$ cat config.mk
export PLATFORM = sky130hd
export DESIGN_NAME = i2s_sample_fifo
export DESIGN_NICKNAME = d
export VERILOG_FILES = /design/src/rtl/i2s_sample_fifo.sv
export SDC_FILE = /design/constraint.sdc
export NUM_CORES = 1
export LEC_CHECK = 0
export CAP_MARGIN = 25
export CORE_MARGIN = 2
export CORE_UTILIZATION = 50
export DETAILED_ROUTE_END_ITERATION = 8
export PLACE_DENSITY = 0.7
export SLEW_MARGIN = 5
export SYNTH_ARGS = -nofsm -noshare
export SYNTH_HDL_FRONTEND = slang
export SYNTH_SLANG_ARGS = --single-unit
$ cat constraint.sdc
create_clock -name clock -period 5.46 [get_ports clock]
set_input_delay 1.092 -clock clock [delete_from_list [all_inputs] [get_ports clock]]
set_output_delay 1.092 -clock clock [all_outputs]
set_load 0.05 [all_outputs]
$ cat src/rtl/i2s_sample_fifo.sv
// i2s_sample_fifo: buffers I2S words tagged with their channel; the first ws edge after reset or enable rise is discarded.
// Optional macro I2S_SAMPLE_FIFO_DROP_CNT_EN adds a saturating drop_count output.
module i2s_sample_fifo #(
    parameter int DEPTH = 8,
    parameter int WIDTH = 24
) (
    input  logic                       clock,
    input  logic                       reset,
    input  logic                       enable,
    input  logic                       ws,
    input  logic [WIDTH-1:0]           sample_in,
    output logic                       out_valid,
    input  logic                       out_ready,
    output logic [WIDTH-1:0]           out_data,
    output logic                       out_right,
    output logic [$clog2(DEPTH):0]     level,
    output logic                       overflow
`ifdef I2S_SAMPLE_FIFO_DROP_CNT_EN
    ,
    output logic [15:0]                drop_count
`endif
);
    localparam int AW = $clog2(DEPTH);
    localparam int LW = AW + 1;

    logic [WIDTH:0]  mem [DEPTH];
    logic [AW-1:0]   wr_ptr, rd_ptr;
    logic            ws_q, primed;
    logic            ws_edge, push, pop, full, wr_en, drop;
    logic [WIDTH:0]  head;

    always_comb begin
        ws_edge   = ws != ws_q;
        push      = ws_edge && enable && primed;
        full      = level == LW'(DEPTH);
        out_valid = level != '0;
        pop       = out_valid && out_ready;
        // a simultaneous pop frees the slot the new word lands in
        wr_en     = push && (!full || pop);
        drop      = push && full && !pop;
        head      = mem[rd_ptr];
        out_data  = out_valid ? head[WIDTH-1:0] : '0;
        out_right = out_valid ? head[WIDTH] : 1'b0;
    end

    always_ff @(posedge clock) begin
        if (wr_en && !reset)
            mem[wr_ptr] <= {ws_q, sample_in};
    end

    always_ff @(posedge clock) begin
        if (reset) begin
            ws_q     <= 1'b0;
            primed   <= 1'b0;
            wr_ptr   <= '0;
            rd_ptr   <= '0;
            level    <= '0;
            overflow <= 1'b0;
        end else begin
            ws_q   <= ws;
            primed <= enable && (primed || ws_edge);
            if (wr_en)
                wr_ptr <= wr_ptr + AW'(1);
            if (pop)
                rd_ptr <= rd_ptr + AW'(1);
            if (wr_en && !pop)
                level <= level + LW'(1);
            else if (!wr_en && pop)
                level <= level - LW'(1);
            if (drop)
                overflow <= 1'b1;
        end
    end

`ifdef I2S_SAMPLE_FIFO_DROP_CNT_EN
    always_ff @(posedge clock) begin
        if (reset)
            drop_count <= '0;
        else if (drop && drop_count != 16'hFFFF)
            drop_count <= drop_count + 16'd1;
    end
`endif

endmodule

==> impl_metrics.py <==
metrics = {
    "power": {
        "swShare": 0.302,
        "p_sw_mw": 1.37,
        "sequentialPowerShare": 0.420,
        "cellPowerDensity_nw_per_um2": 451,
        "clock_power_share": 0.322,
        "vdd_drop_max_mv": 0.397,
        "p_comb_frac": 0.258,
        "leakage_nw": 3.12,
        "power.internal_mw": 3.16,
    },
    "clocking": {
        "cts_tree": "done",
        "postCtsSetupRepairBufs": 0,
        "clock-root-buffer": "clkbuf_16",
        "cts_made_buffers": 23,
        "clk_latency_ns": 0.49,
        "clk_pin_slew_worst_paths_ns": 0.06,
        "clockBufferDepth": 3,
        "cts_resized": 0,
        "htree_levels": 1,
        "holdBufCountCts": 0,
        "cts.sinks": 216,
    },
    "drt": {
        "drt-total-wl_mm": 15.3,
        "drc_errors": 0,
        "viasPerCell": 5.63,
        "wl_per_cell_um": 21.2,
        "antenna_left": 0,
        "drt-initial-drc-count": 298,
        "vias": 4068,
        "dr.pass1.iters": 4,
    },
    "worst_setup_path": {
        "r2r_slack_ns": 2.66,
        "cp-start-kind": "register",
        "worstSetupPathType": "reg2out",
        "r2r_cells": 11,
        "reg2reg_from": "level[0]",
        "crit_required_ns": 4.37,
        "reg2reg_to": "level[3]",
        "path_max_fanout": 27,
        "slowest_delay_ns": 0.82,
        "crit_path_end_kind": "output port",
        "crit_chain": "buf_4 > mux4_2 > mux2i_1 > nor2_1 > clkdlybuf4s50_1",
        "slowest_stage": "dfxtp_2",
        "critPathArrivalTime_ns": 3.14,
    },
    "synth": {
        "synthCells": 407,
        "synth_area_um2": 8400,
        "seq_area_frac_synth": 0.754,
        "ys_ff_latch": 216,
        "ys.flop_type": "edfxtp_1",
        "post_synth_num_cell_types": 34,
        "yosys_warnings": 0,
        "synth_area_per_cell_um2": 20.6,
        "synth_nets": 442,
        "synth_edf_count": 200,
        "async_flop_share": 0,
    },
    "sta": {
        "finalCriticalPeriod_ns": 4.23,
        "fmax_mhz": 236,
        "hold_viol": 0,
        "hold_ws_ns": 0.444,
        "relSlewSlack": 0.353,
        "slew_viol_final": 0,
        "rsz0062_at_grt": "false",
        "worst_pin_slew_ns": 0.971,
        "setup_viol": 0,
        "fin_tns_setup_ns": 0,
        "fin_skew_ns": 0.00560,
        "period_share": 0.775,
    },
    "floorplan": {
        "dieArea_um2": 17800,
        "initial_core_util": 0.508,
        "core-area_um2": 16500,
        "die_w_um": 134,
        "die_h_um": 134,
        "io_pins": 60,
        "rows": 47,
    },
    "global_route": {
        "grt_pass1_vias": 4147,
        "grt_pass1_wl_mm": 23.9,
        "grt-ovfl-total": 0,
        "grt_max_degree": 34,
        "grt_use_total": 0.178,
        "antenna_found_initial": 0,
    },
    "placement": {
        "gp_congestion": 0.728,
        "place_area_um2": 9320,
        "portBuffers": 59,
        "place_hpwl_mm": 8.88,
    },
    "layout": {
        "final_layout_size_suffix_gt1_frac": 0.231,
        "antennaDiodeCount": 0,
        "syn_to_final_growth_pct": 19.6,
        "most-common-layout-cells": "200 x edfxtp_1, 59 x clkdlybuf4s50_1, 50 x mux4_2",
        "final_area_um2": 10000,
        "final_nets": 521,
        "num-fill-cells": 1145,
        "final_common_cell": "edfxtp_1",
    },
    "hold_path": {
        "hp-class": "reg2reg",
        "hold-path-cell-count": 2,
        "worstHoldEndpoint": "primed",
        "hp-start": "primed",
    },
    "flow_run": {
        "cap_violations": 0,
    },
    "status": {
        "outcome": "complete, no violations",
    },
}
-- sequential cells by signal, summed over array words and instances (netlist names), named ones only --
| name | flops |
|---|---|
| mem | 200 |
| level | 4 |
| rd_ptr | 3 |
| wr_ptr | 3 |
| overflow | 1 |
| primed | 1 |
| ws_q | 1 |
-- through the flow --
step / power, mW / cells / worst slack, ns / utilization
after floorplan: 2.76 / 407 / 0.630 / -
after global placement: 3.09 / 680 / 1.65 / 0.562
after detailed placement: 3.12 / 681 / 1.64 / 0.564
after CTS: 4.57 / 723 / 1.17 / 0.607
after global routing: 4.70 / 723 / 1.03 / 0.607
final: 4.53 / 723 / 1.23 / 0.607
-- layer usage --
layer	up-vias	track usage	wire, um
li1	1802	-	-
met1	2125	0.249	6560
met2	118	0.294	7610
met3	23	0.0323	935
met4	0	0.0455	238
met5	-	0	0
-- how the worst max path moves through the flow --
stage | slack, ns | depth (start not counted) | endpoint
floorplan | 0.63 | 3 | mem[0][0]
CTS | 1.17 | 5 | out_data[14]
detailed placement | 1.64 | 11 | level[3]
global route | 1.03 | 5 | out_data[14]
global placement | 1.65 | 4 | out_data[14]
finish | 1.23 | 5 | out_data[14]
-- cell families (layout without fill, tap and decap cells) --
group | Yosys count | after routing | synth area share
flops | 216 | 216 | 0.754
simple gates | 65 | 65 | 0.0368
mux | 77 | 77 | 0.166
xor+xnor | 6 | 6 | 0.00626
fa+ha+maj | 6 | 6 | 0.00984
buf+inv | 26 | 122 | 0.0179
compound gates | 11 | 11 | 0.00924
-- cells in the mapped netlist, drive strengths merged (2+ instances only) --
library cell  number  area (um^2)
nor2b              2         12.5
nor4               2         33.8
buf               14          100
nand2              8         35.0
inv                6         27.5
nor2              42          158
edfxtp           200         6010
nand3              3         15.0
a21oi              6         30.0
xnor2              3         26.3
clkbuf             6         22.5
ha                 5         62.6
mux2i             26          260
nand3b             2         15.0
mux4              50         1130
xor2               3         26.3
nor3               4         25.0
dfxtp             16          320
-- power by group through the flow --
stage	clock, mW	combinational [mW]	sequential, mW
after detailed placement	0	1.18	1.94
after global placement	0	1.11	1.98
after floorplan	0	0.840	1.92
after global routing	1.56	1.23	1.91
final	1.46	1.17	1.90
after CTS	1.49	1.18	1.90
-- final cells by class --
type / count / area, um^2 / share of cell area
Timing Repair Buffer: 74 / 723 / 0.0721
Sequential cell: 216 / 6330 / 0.631
Inverter: 6 / 27.5 / 0.00274
Clock buffer: 25 / 583 / 0.0581
Multi-Input combinational cell: 165 / 1960 / 0.195
Tap cell: 220 / 275 / 0.0274
Clock inverter: 17 / 139 / 0.0138
-- critical path, delay by kind of cell, from the launching register on --
family	cells	cell delay, ns
buffers and inverters	2	1.17
AND/OR/NAND/NOR	1	0.07
flip-flops	1	0.82
multiplexers	2	0.59
(Power assumes the default switching activity.)
